$ cat config.mk
export PLATFORM = sky130hd
export DESIGN_NAME = rgb_led_arbiter
export DESIGN_NICKNAME = d
export VERILOG_FILES = /design/src/rtl/rgb_led_pkg.sv /design/src/rtl/rgb_pwm.sv /design/src/rtl/rgb_led_arbiter.sv
export SDC_FILE = /design/constraint.sdc
export NUM_CORES = 1
export LEC_CHECK = 0
export CELL_PAD_IN_SITES_DETAIL_PLACEMENT = 1
export CELL_PAD_IN_SITES_GLOBAL_PLACEMENT = 2
export CORE_MARGIN = 10
export CORE_UTILIZATION = 34
export CTS_BUF_LIST = sky130_fd_sc_hd__clkbuf_4 sky130_fd_sc_hd__clkbuf_8
export CTS_CLUSTER_SIZE = 28
export DETAILED_ROUTE_END_ITERATION = 10
export PLACE_DENSITY_LB_ADDON = 0.1
export SLEW_MARGIN = 20
export SYNTH_ARGS = -nofsm -noshare
export SYNTH_HDL_FRONTEND = slang
export SYNTH_SLANG_ARGS = --single-unit
$ cat constraint.sdc
create_clock -name clk -period 6.3 [get_ports clk]
set_clock_uncertainty 0.1 [all_clocks]
set_input_delay 1.26 -clock clk [delete_from_list [all_inputs] [get_ports clk]]
set_output_delay 1.26 -clock clk [all_outputs]
set_load 0.1 [all_outputs]
$ cat src/rtl/rgb_led_pkg.sv
// Shared types and constants for the RGB LED arbiter and its PWM back end.
// Channel indices follow the SB_RGBA_DRV pin order (RGB0=blue, RGB1=red, RGB2=green).
package rgb_led_pkg;

  typedef struct packed {
    logic [7:0] red;
    logic [7:0] green;
    logic [7:0] blue;
  } rgb_t;

  localparam int RGB_BLUE  = 0;
  localparam int RGB_RED   = 1;
  localparam int RGB_GREEN = 2;

  localparam logic [7:0] PWM_MAX = 8'hFF;

  typedef enum logic {
    IDLE,
    OWNED
  } arb_state_t;

  // One LSB toward the target, holding once equal.
  function automatic logic [7:0] step_toward(input logic [7:0] cur, input logic [7:0] tgt);
    if (cur < tgt) begin
      return cur + 8'd1;
    end else if (cur > tgt) begin
      return cur - 8'd1;
    end else begin
      return cur;
    end
  endfunction

endpackage

$ cat src/rtl/rgb_pwm.sv
// Free-running 8-bit PWM for three channels; duty is latched once per period so
// colour changes never produce a partial (glitched) period.
module rgb_pwm
  import rgb_led_pkg::*;
#(
  parameter int PWM_BITS = 8
) (
  input  logic        clk,
  input  logic        rst_n,
  input  logic [23:0] cur_color,
  output logic        pwm_red,
  output logic        pwm_green,
  output logic        pwm_blue,
  output logic        frame_start
);

  rgb_t                cur;
  rgb_t                duty;
  logic [PWM_BITS-1:0] cnt;
  logic [2:0]          pwm_q;
  logic                wrap;

  assign cur  = cur_color;
  assign wrap = (cnt == PWM_BITS'(PWM_MAX));

  // NOTE: sequential state uses non-blocking assignments so every register
  // samples pre-edge values, independent of statement order.
  always_ff @(posedge clk or negedge rst_n) begin
    if (!rst_n) begin
      cnt         <= '0;
      duty        <= '0;
      pwm_q       <= '0;
      frame_start <= 1'b0;
    end else begin
      cnt         <= cnt + PWM_BITS'(1);
      frame_start <= wrap;
      if (wrap) begin
        duty <= cur;
      end
      pwm_q[RGB_RED]   <= (cnt < duty.red);
      pwm_q[RGB_GREEN] <= (cnt < duty.green);
      pwm_q[RGB_BLUE]  <= (cnt < duty.blue);
    end
  end

  assign pwm_red   = pwm_q[RGB_RED];
  assign pwm_green = pwm_q[RGB_GREEN];
  assign pwm_blue  = pwm_q[RGB_BLUE];

endmodule

$ cat src/rtl/rgb_led_arbiter.sv
// Fixed-priority, minimum-hold arbiter sharing one RGB LED among NREQ sources.
// Optional colour fading is enabled with `define RGB_LED_ARBITER_FADE_EN.
module rgb_led_arbiter
  import rgb_led_pkg::*;
#(
  parameter int NREQ             = 4,
  parameter int PWM_BITS         = 8,
  parameter int HOLD_CYCLES      = 1200000,
  parameter int FADE_STEP_CYCLES = 4096
) (
  input  logic                 clk,
  input  logic                 rst_n,
  input  logic [NREQ-1:0]      req,
  input  logic [24*NREQ-1:0]   color,
  output logic [NREQ-1:0]      grant,
  output logic                 pwm_red,
  output logic                 pwm_green,
  output logic                 pwm_blue,
  output logic                 frame_start
);

  localparam int HOLD_W = (HOLD_CYCLES > 0) ? $clog2(HOLD_CYCLES + 1) : 1;
  localparam logic [HOLD_W-1:0] HOLD_LOAD = HOLD_W'(HOLD_CYCLES);

  arb_state_t        state_q, state_d;
  logic [NREQ-1:0]   grant_q, grant_d;
  logic [HOLD_W-1:0] hold_q, hold_d;
  logic [NREQ-1:0]   pick;
  logic              owner_keeps;
  logic              higher_req;
  rgb_t              target;
  rgb_t              cur_rgb;

  // Lowest set bit of req is the highest-priority requester; grant_q - 1 masks
  // every index above the current owner in priority.
  assign pick        = req & (~req + NREQ'(1));
  assign owner_keeps = |(req & grant_q);
  assign higher_req  = |(req & (grant_q - NREQ'(1)));

  always_ff @(posedge clk or negedge rst_n) begin
    if (!rst_n) begin
      state_q <= IDLE;
      grant_q <= '0;
      hold_q  <= '0;
    end else begin
      state_q <= state_d;
      grant_q <= grant_d;
      hold_q  <= hold_d;
    end
  end

  // NOTE: every signal driven here gets a default first, so no path leaves
  // one unassigned and no latch is inferred.
  always_comb begin
    state_d = state_q;
    grant_d = grant_q;
    hold_d  = hold_q;
    unique case (state_q)
      IDLE: begin
        if (|req) begin
          state_d = OWNED;
          grant_d = pick;
          hold_d  = HOLD_LOAD;
        end
      end
      OWNED: begin
        hold_d = (hold_q != '0) ? hold_q - HOLD_W'(1) : '0;
        if (!owner_keeps) begin
          if (|req) begin
            grant_d = pick;
            hold_d  = HOLD_LOAD;
          end else begin
            state_d = IDLE;
            grant_d = '0;
            hold_d  = '0;
          end
        end else if ((hold_q == '0) && higher_req) begin
          grant_d = pick;
          hold_d  = HOLD_LOAD;
        end
      end
      default: begin
        state_d = IDLE;
        grant_d = '0;
        hold_d  = '0;
      end
    endcase
  end

  // Colour is sampled live from the owner every cycle; all-zero grant gives black.
  always_comb begin
    target = '0;
    for (int i = 0; i < NREQ; i++) begin
      if (grant_q[i]) begin
        target = target | color[24*i +: 24];
      end
    end
  end

`ifdef RGB_LED_ARBITER_FADE_EN
  localparam int PS_W = (FADE_STEP_CYCLES > 1) ? $clog2(FADE_STEP_CYCLES) : 1;

  logic [PS_W-1:0] presc_q;
  logic            fade_tick;

  assign fade_tick = (presc_q == PS_W'(FADE_STEP_CYCLES - 1));

  always_ff @(posedge clk or negedge rst_n) begin
    if (!rst_n) begin
      presc_q <= '0;
      cur_rgb <= '0;
    end else begin
      presc_q <= fade_tick ? '0 : presc_q + PS_W'(1);
      if (fade_tick) begin
        cur_rgb.red   <= step_toward(cur_rgb.red,   target.red);
        cur_rgb.green <= step_toward(cur_rgb.green, target.green);
        cur_rgb.blue  <= step_toward(cur_rgb.blue,  target.blue);
      end
    end
  end
`else
  logic unused_fade_step;
  assign unused_fade_step = ^FADE_STEP_CYCLES;

  always_ff @(posedge clk or negedge rst_n) begin
    if (!rst_n) begin
      cur_rgb <= '0;
    end else begin
      cur_rgb <= target;
    end
  end
`endif

  assign grant = grant_q;

  rgb_pwm #(
    .PWM_BITS (PWM_BITS)
  ) u_pwm (
    .clk         (clk),
    .rst_n       (rst_n),
    .cur_color   (cur_rgb),
    .pwm_red     (pwm_red),
    .pwm_green   (pwm_green),
    .pwm_blue    (pwm_blue),
    .frame_start (frame_start)
  );

endmodule

* Word level (Yosys, flattened, before mapping) *
Index checks and enable logic that the tools add are counted.

storage, ports and cells
  input port bits = 102
  memory bits (writable) = 0
  memory bits (read-only) = 0
  register bits after elaboration = 86
  bits in latches = 0
  memories kept = 0
  word-level logic and storage cells = 55

operators by class
  shift operators = 0
  bitwise logic cells = 8
  reductions and logical operators = 7
  $add $sub $neg = 4
  multiplexer cells = 18
  eq/ne operators = 3
  order comparisons = 3
  multipliers = 0
  div/mod/pow operators = 0

operators with widths
  operator                 count
  $mux W21                 5
  $mux W24                 4
  $or A24 B24 Y24          3
  $pmux W21 S2             1
  $lt A8 B8 Y1             3
  $logic_not A21 Y1        1
  $reduce_bool A21 Y1      1
  $sub A21 B1 Y21 const B  1
  $mux W4                  4
  $and A4 B4 Y4            3
  $reduce_or A4 Y1         3
  $add A8 B1 Y8 const B    1
  $eq A8 B8 Y1 const B     1
  $pmux W4 S2              1
  $add A4 B1 Y4 const B    1
  $not A4 Y4               1
  $sub A4 B1 Y4 const B    1
  $ne A3 B2 Y1 const B     1
  $mux W1                  2
  $ne A2 B2 Y1 const B     1
  $pmux W1 S2              1
  $reduce_and A2 Y1        1
  $logic_and A1 B1 Y1      1
  $not A1 Y1               1

* Logic depth before layout (Yosys ltp) *
Gate-level depths: netlist of the first run.

  word-level depth = 7
  gate-level depth with buffers = 8

* Hierarchy *
Synthesis of the first run repeated with hierarchy kept, for this count alone.

second synthesis, totals
  cells, all modules = 434
  area total of the unflattened synthesis = 4,662.0 um^2

by module, submodules not included
  module           area each (um^2)  cells an instance  instances
  rgb_led_arbiter  2,715.1           284                1
  rgb_pwm          1,946.9           150                1

* Worst setup path after synthesis of the first run *
Ideal clock, no wire load.

  kind = input to register
  start = input req[1]
  end = register hold_q[10]
  data arrival time = 2.764 ns
  stages on the path = 5
  slack = 3.352 ns
  path buffers = 0
  library setup time = 0.084 ns
  path through = nor4_1 > inv_1 > nor2_2 > o41ai_1 > o22ai_1

between the ends
  word-level cells in the longest chain between the ends = 6
  elaborated cells on any way between the ends = 11
  those cells by class = eq/ne (1); mux (4); bitwise (2); reduce/logical (4)

RTL lines
  element               line                   source
  start, declared       rgb_led_arbiter.sv:13  input logic [NREQ-1:0] req,
  $and A4 B4 Y4         rgb_led_arbiter.sv:38  assign higher_req = |(req & (grant_q - NREQ'(1)));
  $reduce_or A4 Y1      rgb_led_arbiter.sv:38
  $logic_and A1 B1 Y1   rgb_led_arbiter.sv:77  end else if ((hold_q == '0) && higher_req) begin
  $mux W21              rgb_led_arbiter.sv:77
  $mux W21              rgb_led_arbiter.sv:68  if (!owner_keeps) begin
  $pmux W21 S2          rgb_led_arbiter.sv:58  unique case (state_q)
  end signal, assigned  rgb_led_arbiter.sv:48  hold_q <= hold_d;
  end, declared         rgb_led_arbiter.sv:27  logic [HOLD_W-1:0] hold_q, hold_d;

Parallel ways exist; a longest one is shown, timed or not.
A chain may end at the register's enable or synchronous reset.

* Worst setup path after layout of the first run *
  start = register grant_q[2], in the netlist grant[2]
  end = output grant[2]

RTL lines
  element                 line                   source
  start, declared         rgb_led_arbiter.sv:26  logic [NREQ-1:0] grant_q, grant_d;
  start signal, assigned  rgb_led_arbiter.sv:47  grant_q <= grant_d;
  end, declared           rgb_led_arbiter.sv:15  output logic [NREQ-1:0] grant,

No word-level cell between the ends.

==> results of run 1 <==
[registers in the layout, summed over array words and instances, names as in the netlist]
name               flops
u_pwm.cnt              8
grant                  4
state_q                1
cur_rgb               24
u_pwm.duty            24
u_pwm.pwm_q            3
u_pwm.frame_start      1
hold_q                21
[power groups by stage]
stage,logic (mW),registers [mW],clock network (mW)
5_1_grt,0.461,0.710,0.446
2_1_floorplan,0.244,0.704,0
3_3_place_gp,0.409,0.704,0
4_1_cts,0.417,0.697,0.423
3_5_place_dp,0.416,0.707,0
6_report,0.414,0.697,0.405
[cell usage in the layout (no fill, tap or decap), drive strengths merged, types with 4 or more instances in the layout]
cell,instances
clkdlybuf4s50,108
dfrtp,86
nand2,62
a22oi,48
o21ai,40
inv,35
ha,25
a21oi,11
nor3,11
nor2,11
clkbuf,11
nor4,9
a31oi,8
o22ai,7
or4,7
buf,7
o21a,6
nand3,5
xnor2,5
and3,4
nand4,4
a21boi,4
o31ai,4
nand2b,4
a21o,4
mux2,4
[worst min path at each step]
stage	start	endpoint	slack [ns]
floorplan	cur_rgb[10]$_DFF_PN0_	u_pwm.duty[10]$_DFFE_PN0P_	0.33
global placement	cur_rgb[15]$_DFF_PN0_	u_pwm.duty[15]$_DFFE_PN0P_	0.33
detailed placement	cur_rgb[23]$_DFF_PN0_	u_pwm.duty[23]$_DFFE_PN0P_	0.34
CTS	cur_rgb[23]$_DFF_PN0_	u_pwm.duty[23]$_DFFE_PN0P_	0.36
global route	cur_rgb[15]$_DFF_PN0_	u_pwm.duty[15]$_DFFE_PN0P_	0.39
finish	cur_rgb[23]$_DFF_PN0_	u_pwm.duty[23]$_DFFE_PN0P_	0.36
[cell families after synthesis]
group                      count (synthesis)  share of synthesized area (%)
AOI/OAI and AO/OA                        148                           22.6
xor gates and xnor gates                   8                           1.57
adders and majority gates                 25                           7.02
buffers and inverters                     57                           4.92
DFF                                       86                           48.3
muxes                                      6                           1.54
and+or+nand+nor                          126                           14.0
[through the flow]
stage,instances,hold slack (ns),setup WS (ns)
after floorplan,456,0.326,3.35
after global placement,721,0.332,2.60
after detailed placement,721,0.340,2.56
after CTS,737,0.364,2.15
after global routing,737,0.388,2.07
final,737,0.358,2.17
[layout make-up]
type,instances,area (µm²),area share (%)
Tap cell,172,215,3.63
Sequential cell,86,2150,36.3
Inverter,35,131,2.22
Multi-Input combinational cell,313,2080,35.2
Clock inverter,5,58.8,0.993
Timing Repair Buffer,115,1140,19.2
Clock buffer,11,145,2.45
[routing by layer]
metal  track usage [%]  share of wire [%]
met1              17.3                 39
met2              30.1                 58
met3              2.63                2.0
met4              5.32                1.6
met5                 0                  0
==> reports/metrics.csv, run 1 <==
stage;metric;value;unit
status;status;completed;
sta;Tightest Pin Transition;1.11;ns
worst_hold_path;Hold Path Cell Cnt;2;
worst_hold_path;hold crit path type;flip-flop to flip-flop;
critical_path;cell at the slowest stage of the critical path;clkdlybuf4s50_1;
placement;port bufs;109;
critical_path;WP buf/inv;1;
pwr;LEAKAGE;2.49;nW
pwr;Power Total;1.52;mW
clock_network;PostCTS Resize Cnt;0;
critical_path;r2r setup slk;3.26;ns
sta;Max Slew Vio Count;0;
routing;routed vias/inst;5.25;
floorplanning;DIE AREA;18100;µm²
pwr;switching power;512;µW
critical_path;Crit Reg-Reg Endpoint;hold_q[13]$_DFFE_PN0P_;
synth;Synth Warn #;0;
critical_path;Worst Path Class, Setup;flip-flop to output pin;
pwr;PD cells;256;nW/µm²
synth;syn avg cell area;9.77;µm²
sta;RSZ-0062 raised after global routing;no;
routing;Wirelength per Cell;19.1;µm
critical_path;Critical Path AT;2.77;ns
floorplanning;die width;134;µm
synth;top_reg_cell synth;dfrtp_1;
critical_path;crit-path cells;clkdlybuf4s50_1;
critical_path;crit-path max cell delay;1.31;ns
sta;Achievable Freq;242;MHz
synth;share of the yosys chip area belonging to registers;48.3;%
critical_path;Critical Path Sink Type;output pin;
critical_path;crit path max fanout;30;
critical_path;critical path depth;1;
synth;ys async rst share;100;%
pwr;sequential power share;46.0;%
cells_and_area;# nets final;687;
floorplanning;# rows;41;
grt;largest net degree at the start of global routing;81;
sta;Final Critical Period;4.13;ns
synth;Post-synth top cells;dfrtp_1 (86), nand2_1 (62), a22oi_1 (48), o21ai_0 (39), inv_1 (35);
grt;first-pass GRT wire length;22.7;mm
synth;flops & latches, synth;86;
pwr;VDD IR-drop max;164;µV
critical_path;crit path from;grant[2]$_DFFE_PN0P_;
floorplanning;Die Y;134;µm
flow_run;Max-Cap Viols;0;
pwr;Clk pwr share;26.7;%
clock_network;Reg clk slew, reported paths;0.08;ns
floorplanning;IO Count;110;
placement;global placement routability congestion;0.783;
floorplanning;initial core utilization;35.0;%
clock_network;clk buf depth;2;
sta;relative slew slack;25.8;%
cells_and_area;Fill cells;1478;
routing;initial DRC count;206;
critical_path;crit path to;grant[2];
synth;Cells after Synth;456;
grt;gr usage total;15.9;%
sta;final hold vios;0;
synth;most frequent cell after synthesis;dfrtp_1;
cells_and_area;share of cells above drive strength 1;6.37;%
cells_and_area;post-route cell area;5920;µm²
clock_network;CTS tree;done;
synth;Post-Syn Area;4450;µm²
synth;largest cells by area after synthesis;dfrtp_1 (48%), a22oi_1 (8.1%), ha_1 (7.0%);
clock_network;H-tree levels;3;
floorplanning;Core ar.;12700;µm²
pwr;Logic pwr share;27.3;%
grt;vias in the first global route;4180;
grt;initial antenna violation count;0;
synth;syn_nets;583;
routing;DRC;0;
synth;post-synth top area cell;dfrtp_1;
routing;antenna violation net count after detailed routing;0;
sta;Setup TNS;0;ns
critical_path;reg2reg path depth;6;
critical_path;RR Startpoint;grant[2]$_DFFE_PN0P_;
clock_network;Root Buffer;clkbuf_8;
routing;via count;3866;
clock_network;Setup Buffers After CTS;0;
sta;Tcrit/Tclk final;65.6;%
placement;dpl cell area;5720;µm²
cells_and_area;final core utilization;46.6;%
cells_and_area;diodes inserted;0;
grt;global route overflow;0;
critical_path;critical path startpoint category;flip-flop;
placement;Final HPWL DP;10.8;mm
sta;# setup viols final;0;
clock_network;Worst-Skew Late Latency;0.37;ns
critical_path;gate family responsible for the most delay along the worst path;buffers and inverters;
synth;number of synthesized flops with an enable pin;0;
synth;synth unique cells;47;
pwr;Sw Share;33.8;%
routing;Pre-antenna DRT Iters;4;
pwr;Int Power;1.00;mW
clock_network;number of CTS-inserted buffers;9;
synth;Synth top area share;48.3;%
critical_path;Crit path required time;4.94;ns
routing;Detailed Route WL;14.1;mm
cells_and_area;Layout area overhead;33.0;%
clock_network;cts hold-fix bufs;0;
clock_network;clk sinks;86;
(Power assumes the default switching activity.)
==> inputs of run 2 (changes only) <==
--- a/config.mk
+++ b/config.mk
@@ -8,7 +8,7 @@
 export CELL_PAD_IN_SITES_DETAIL_PLACEMENT = 1
 export CELL_PAD_IN_SITES_GLOBAL_PLACEMENT = 2
 export CORE_MARGIN = 10
-export CORE_UTILIZATION = 34
+export CORE_UTILIZATION = 31
 export CTS_BUF_LIST = sky130_fd_sc_hd__clkbuf_4 sky130_fd_sc_hd__clkbuf_8
 export CTS_CLUSTER_SIZE = 28
 export DETAILED_ROUTE_END_ITERATION = 10
==> constraint.sdc (replaced) <==
create_clock -name clk -period 4.18 [get_ports clk]
set_clock_uncertainty 0.1 [all_clocks]
set_input_delay 0.836 -clock clk [delete_from_list [all_inputs] [get_ports clk]]
set_output_delay 0.836 -clock clk [all_outputs]
set_load 0.1 [all_outputs]
==> run 2 against run 1 <==
Effect of this change: count of clock-buffer cells in the layout decreased by 1; sequential power grew 51%; hold slack improved by 0.0014 ns; wire length is 5.5% higher; critical path depth is 1 higher; sequential share of layout area about the same; global-route usage fell by 0.64 points; die area up 8.2%; core utilization decreased by 4.3 points; via count grew 2.0%; critical endpoint is now grant[3].
==> reports/metrics.csv, run 2 (synthesis results as in run 1) <==
stage;metric;value;unit
status;status;completed;
placement;Final HPWL DP;11.3;mm
pwr;VDD IR-drop max;255;µV
pwr;LEAKAGE;2.50;nW
clock_network;H-tree levels;3;
grt;largest net degree at the start of global routing;78;
clock_network;Root Buffer;clkbuf_8;
clock_network;Reg clk slew, reported paths;0.09;ns
routing;Wirelength per Cell;19.9;µm
critical_path;Worst Path Class, Setup;flip-flop to output pin;
cells_and_area;largest registers;cur_rgb x24, u_pwm.duty x24, hold_q x21;
floorplanning;DIE AREA;19600;µm²
cells_and_area;area of the multi-input gates;2080;µm²
sta;# setup viols final;0;
worst_hold_path;WHS Endpoint;u_pwm.duty[21]$_DFFE_PN0P_;
critical_path;Critical Path AT;1.87;ns
sta;final hold vios;0;
grt;global route overflow;0;
critical_path;r2r setup slk;1.42;ns
grt;first-pass GRT wire length;23.7;mm
worst_hold_path;hold crit path type;flip-flop to flip-flop;
cells_and_area;Seq. cell area;2150;µm²
cells_and_area;final core utilization;42.3;%
pwr;PD cells;381;nW/µm²
critical_path;reg2reg path depth;6;
critical_path;crit path max fanout;16;
sta;Final Critical Period;2.80;ns
placement;global placement routability congestion;0.792;
cells_and_area;diodes inserted;0;
critical_path;critical path startpoint category;flip-flop;
placement;Cells after DPL;732;
cells_and_area;most common cell after layout, fill and taps aside;clkdlybuf4s50_1;
routing;antenna violation net count after detailed routing;0;
sta;Hold Slack;0.360;ns
sta;RSZ-0062 raised after global routing;no;
routing;routed vias/inst;5.27;
grt;gr usage total;15.2;%
grt;vias in the first global route;4312;
floorplanning;Core ar.;14000;µm²
sta;relative slew slack;34.2;%
routing;initial DRC count;240;
floorplanning;initial core utilization;31.8;%
worst_hold_path;hold_sp;cur_rgb[21]$_DFF_PN0_;
routing;Detailed Route WL;14.9;mm
clock_network;Setup Buffers After CTS;0;
cells_and_area;Non-Filler Instances;748;
cells_and_area;Layout area overhead;32.8;%
cells_and_area;# nets final;690;
clock_network;cts hold-fix bufs;0;
flow_run;Max-Cap Viols;0;
sta;Achievable Freq;357;MHz
cells_and_area;Fill cells;1580;
clock_network;Worst-Skew Late Latency;0.37;ns
critical_path;Crit Reg-Reg Endpoint;hold_q[16]$_DFFE_PN0P_;
placement;port bufs;109;
clock_network;PostCTS Resize Cnt;0;
floorplanning;# rows;43;
cells_and_area;commonest cells after routing, fill and taps aside;clkdlybuf4s50_1 (104), dfrtp_1 (86), nand2_1 (62), a22oi_1 (48), o21ai_0 (39);
floorplanning;Die Y;140;µm
worst_hold_path;Hold Path Cell Cnt;2;
critical_path;Critical Path Sink Type;output pin;
sta;Tightest Pin Transition;0.987;ns
critical_path;Crit path required time;3.24;ns
routing;Pre-antenna DRT Iters;4;
sta;Tcrit/Tclk final;67.0;%
cells_and_area;share of cells above drive strength 1;7.57;%
routing;DRC;0;
floorplanning;die width;140;µm
sta;Setup TNS;0;ns
clock_network;clk sinks;86;
floorplanning;IO Count;110;
pwr;Power Total;2.25;mW
grt;initial antenna violation count;0;
routing;via count;3943;
critical_path;RR Startpoint;grant[1]$_DFFE_PN0P_;
clock_network;clk buf depth;2;
clock_network;CTS tree;done;
clock_network;number of CTS-inserted buffers;9;
sta;Max Slew Vio Count;0;
run 2: per-stage QoR:
step / setup slack [ns] / cell area [µm²]
finish: 1.38 / 5920
global route: 1.19 / 5920
CTS: 1.29 / 5920
detailed placement: 0.948 / 5740
global placement: 1.02 / 5740
floorplan: 1.28 / 4450
run 2: metal layers:
layer	share of wire, %	GRT usage [%]	up-vias
met5	0	0	-
met4	1.0	3.15	0
met1	42	17.1	2028
met3	2.1	3.71	9
li1	-	-	1872
met2	55	28.2	34
run 2: layout make-up:
cell class | instances | area share [%]
Clock inverter | 6 | 0.804
Tap cell | 180 | 3.81
Inverter | 35 | 2.22
Sequential cell | 86 | 36.4
Timing Repair Buffer | 118 | 19.4
Clock buffer | 10 | 2.22
Multi-Input combinational cell | 313 | 35.2
run 2: critical path, cell delays in order (launching register included):
cell and delay [ns]:
dfrtp_1 0.80, buf_4 0.36, buf_4 0.33
run 2: how the worst max path moves through the flow:
stage                                     from                     end  slack, ns  cells after the start
after floorplan           grant[0]$_DFFE_PN0P_    grant[2]$_DFFE_PN0P_       1.28                      8
after global placement                  req[1]  hold_q[16]$_DFFE_PN0P_       1.02                      6
after detailed placement                req[1]  hold_q[16]$_DFFE_PN0P_       0.95                      6
after CTS                 grant[3]$_DFFE_PN0P_                grant[3]       1.29                      2
after global routing      grant[1]$_DFFE_PN0P_  hold_q[16]$_DFFE_PN0P_       1.19                      6
final                     grant[3]$_DFFE_PN0P_                grant[3]       1.38                      2
run 2: power by group:
part	internal, mW	switching, mW
clock network	0.227	0.321
registers	0.943	0.108
logic	0.275	0.379
total	1.44	0.807
==> inputs of run 3 (changes only) <==
--- a/config.mk
+++ b/config.mk
@@ -8,7 +8,7 @@
 export CELL_PAD_IN_SITES_DETAIL_PLACEMENT = 1
 export CELL_PAD_IN_SITES_GLOBAL_PLACEMENT = 2
 export CORE_MARGIN = 10
-export CORE_UTILIZATION = 31
+export CORE_UTILIZATION = 28
 export CTS_BUF_LIST = sky130_fd_sc_hd__clkbuf_4 sky130_fd_sc_hd__clkbuf_8
 export CTS_CLUSTER_SIZE = 28
 export DETAILED_ROUTE_END_ITERATION = 10
==> constraint.sdc (replaced) <==
create_clock -name clk -period 2.5 [get_ports clk]
set_clock_uncertainty 0.1 [all_clocks]
set_input_delay 0.5 -clock clk [delete_from_list [all_inputs] [get_ports clk]]
set_output_delay 0.5 -clock clk [all_outputs]
set_load 0.1 [all_outputs]
==> run 3 against run 2 <==
Effect of this change: clock power is 65% higher; core utilization is 3.0 points lower; highest routed layer unchanged; total power grew 70%; via count rose by 0.51%.
==> reports/metrics.csv, run 3 (synthesis results as in run 1) <==
stage;metric;value;unit
floorplanning;Die Y;146;µm
sta;Achievable Freq;416;MHz
grt;grt met2 use;26.7;%
routing;routed vias/inst;4.92;
floorplanning;DIE AREA;21400;µm²
placement;Final HPWL DP;11.8;mm
placement;global placement routability congestion;0.913;
cells_and_area;# nets final;711;
cells_and_area;share of cells above drive strength 1;12.2;%
grt;global routing's busiest layer;met2;
critical_path;Crit path required time;2.66;ns
grt;first-pass GRT wire length;24.4;mm
routing;DRC;0;
sta;Tcrit/Tclk final;96.1;%
critical_path;Top cell by count, worst path;a21o_1;
cells_and_area;area of the multi-input gates;2090;µm²
critical_path;cell at the slowest stage of the critical path;or4_4;
sta;Tightest Pin Transition;0.612;ns
status;status;completed;
critical_path;crit-path cells;or4_4 > nor4_4 > buf_4 > a21o_1 > o21ai_0 > a21o_1;
floorplanning;IO Count;110;
cells_and_area;largest registers;cur_rgb x24, u_pwm.duty x24, hold_q x21;
critical_path;crit-path max cell delay;0.58;ns
pwr;LEAKAGE;2.62;nW
cells_and_area;post-route cell area;6180;µm²
pwr;VDD IR-drop max;334;µV
floorplanning;Core ar.;15700;µm²
grt;GR Util met3;2.69;%
flow_run;Max-Cap Viols;0;
clock_network;CTS tree;done;
grt;global route overflow;0;
grt;largest net degree at the start of global routing;47;
cells_and_area;Layout area overhead;38.7;%
critical_path;gate family responsible for the most delay along the worst path;simple AND/OR/NAND/NOR gates;
grt;M1 GR Usage;16.2;%
sta;Max Slew Vio Count;0;
grt;vias in the first global route;4290;
sta;relative slew slack;58.1;%
critical_path;Worst Path Class, Setup;flip-flop to flip-flop;
placement;dpl cell area;5970;µm²
clock_network;clk sinks;86;
clock_network;H-tree levels;3;
cells_and_area;most common cell after layout, fill and taps aside;clkdlybuf4s50_1;
cells_and_area;Fill cells;1757;
sta;# setup viols final;0;
critical_path;Critical Path AT;2.56;ns
clock_network;number of CTS-inserted buffers;9;
sta;final hold vios;0;
routing;Wirelength per Cell;18.8;µm
floorplanning;die width;146;µm
critical_path;Critical Path Sink Type;flip-flop;
worst_hold_path;hold crit path type;flip-flop to flip-flop;
floorplanning;initial core utilization;28.3;%
cells_and_area;commonest cells after routing, fill and taps aside;clkdlybuf4s50_1 (100), dfrtp_1 (82), nand2_1 (62), a22oi_1 (48), o21ai_0 (39);
sta;Hold Slack;0.357;ns
routing;Detailed Route WL;15.2;mm
pwr;PD cells;621;nW/µm²
clock_network;clk buf depth;2;
critical_path;WP buf/inv;1;
clock_network;Worst-Skew Late Latency;0.37;ns
placement;port bufs;109;
routing;Pre-antenna DRT Iters;4;
grt;gr usage total;14.3;%
cells_and_area;diodes inserted;0;
critical_path;critical path startpoint category;flip-flop;
grt;initial antenna violation count;0;
floorplanning;# rows;46;
routing;initial DRC count;135;
critical_path;crit path max fanout;10;
cells_and_area;final core utilization;39.3;%
clock_network;Root Buffer;clkbuf_8;
cells_and_area;Seq. cell area;2160;µm²
sta;Final Critical Period;2.40;ns
routing;antenna violation net count after detailed routing;0;
routing;via count;3963;
clock_network;Reg clk slew, reported paths;0.09;ns
sta;Setup TNS;0;ns
pwr;Power Total;3.83;mW
==> run 3: changes by cell type in the layout (fill, tap and decap cells not counted), sizes merged <==
cell	previous run	this run
buf	14	38
clkdlybuf4s50	104	100
clkinv	4	3
clkinvlp	1	2
dlygate4sd3	0	1
==> run 3: per-layer routing <==
layer / part of all wire [%] / up-vias
met5: 0 / -
met4: 1.4 / 0
met3: 2.7 / 17
met2: 56 / 38
met1: 40 / 1994
li1: - / 1914
==> run 3: worst min-delay path, cell delays in order, from the launching register on <==
cell     delay, ns
dfrtp_1       0.33
nand2_1       0.04
o21ai_0       0.06
==> run 3: worst paths after layout <==
kind / startpoint / endpoint / slack [ns] / cells past startpoint
worst max-delay path: hold_q[11]$_DFFE_PN0P_ / hold_q[19]$_DFFE_PN0P_ / 0.1 / 6
worst min-delay path: cur_rgb[22]$_DFF_PN0_ / u_pwm.duty[22]$_DFFE_PN0P_ / 0.36 / 2
worst max register to register: hold_q[11]$_DFFE_PN0P_ / hold_q[19]$_DFFE_PN0P_ / 0.1 / 6
worst min register to register: cur_rgb[22]$_DFF_PN0_ / u_pwm.duty[22]$_DFFE_PN0P_ / 0.36 / 2
max in group asynchronous: rst_n / hold_q[19]$_DFFE_PN0P_ / 1.14 / 3
min in group asynchronous: rst_n / u_pwm.frame_start$_DFF_PN0_ / 0.52 / 2
==> run 3: layout make-up <==
type	instances	area share, %
flip-flops and latches	86	35.0
multi-input cells	313	33.9
repair buffers	139	21.8
well taps	216	4.38
clock buffers	10	2.13
inverters	35	2.13
clock inverters	6	0.750
==> run 3: power by group <==
part           switching (mW)  internal [mW]  total (mW)
combinational           0.678          0.524        1.20
sequential              0.144           1.58        1.73
clock                   0.527          0.377       0.904
total                    1.35           2.48        3.83
==> run 3: per-stage QoR <==
step / instances / worst slack, ns
6_report: 805 / 0.0968
5_1_grt: 805 / -0.00380
4_1_cts: 803 / 0.116
3_5_place_dp: 786 / -0.0227
3_3_place_gp: 786 / 0.0428
2_1_floorplan: 456 / -0.0996
==> run 3: what timing repair did <==
action | in CTS | in global routing
hold endpoints to repair | 17 | 0
hold buffers | 1 | 0
setup endpoints to repair | 0 | 2
resized for setup | 0 | 1
setup buffers | 0 | 2
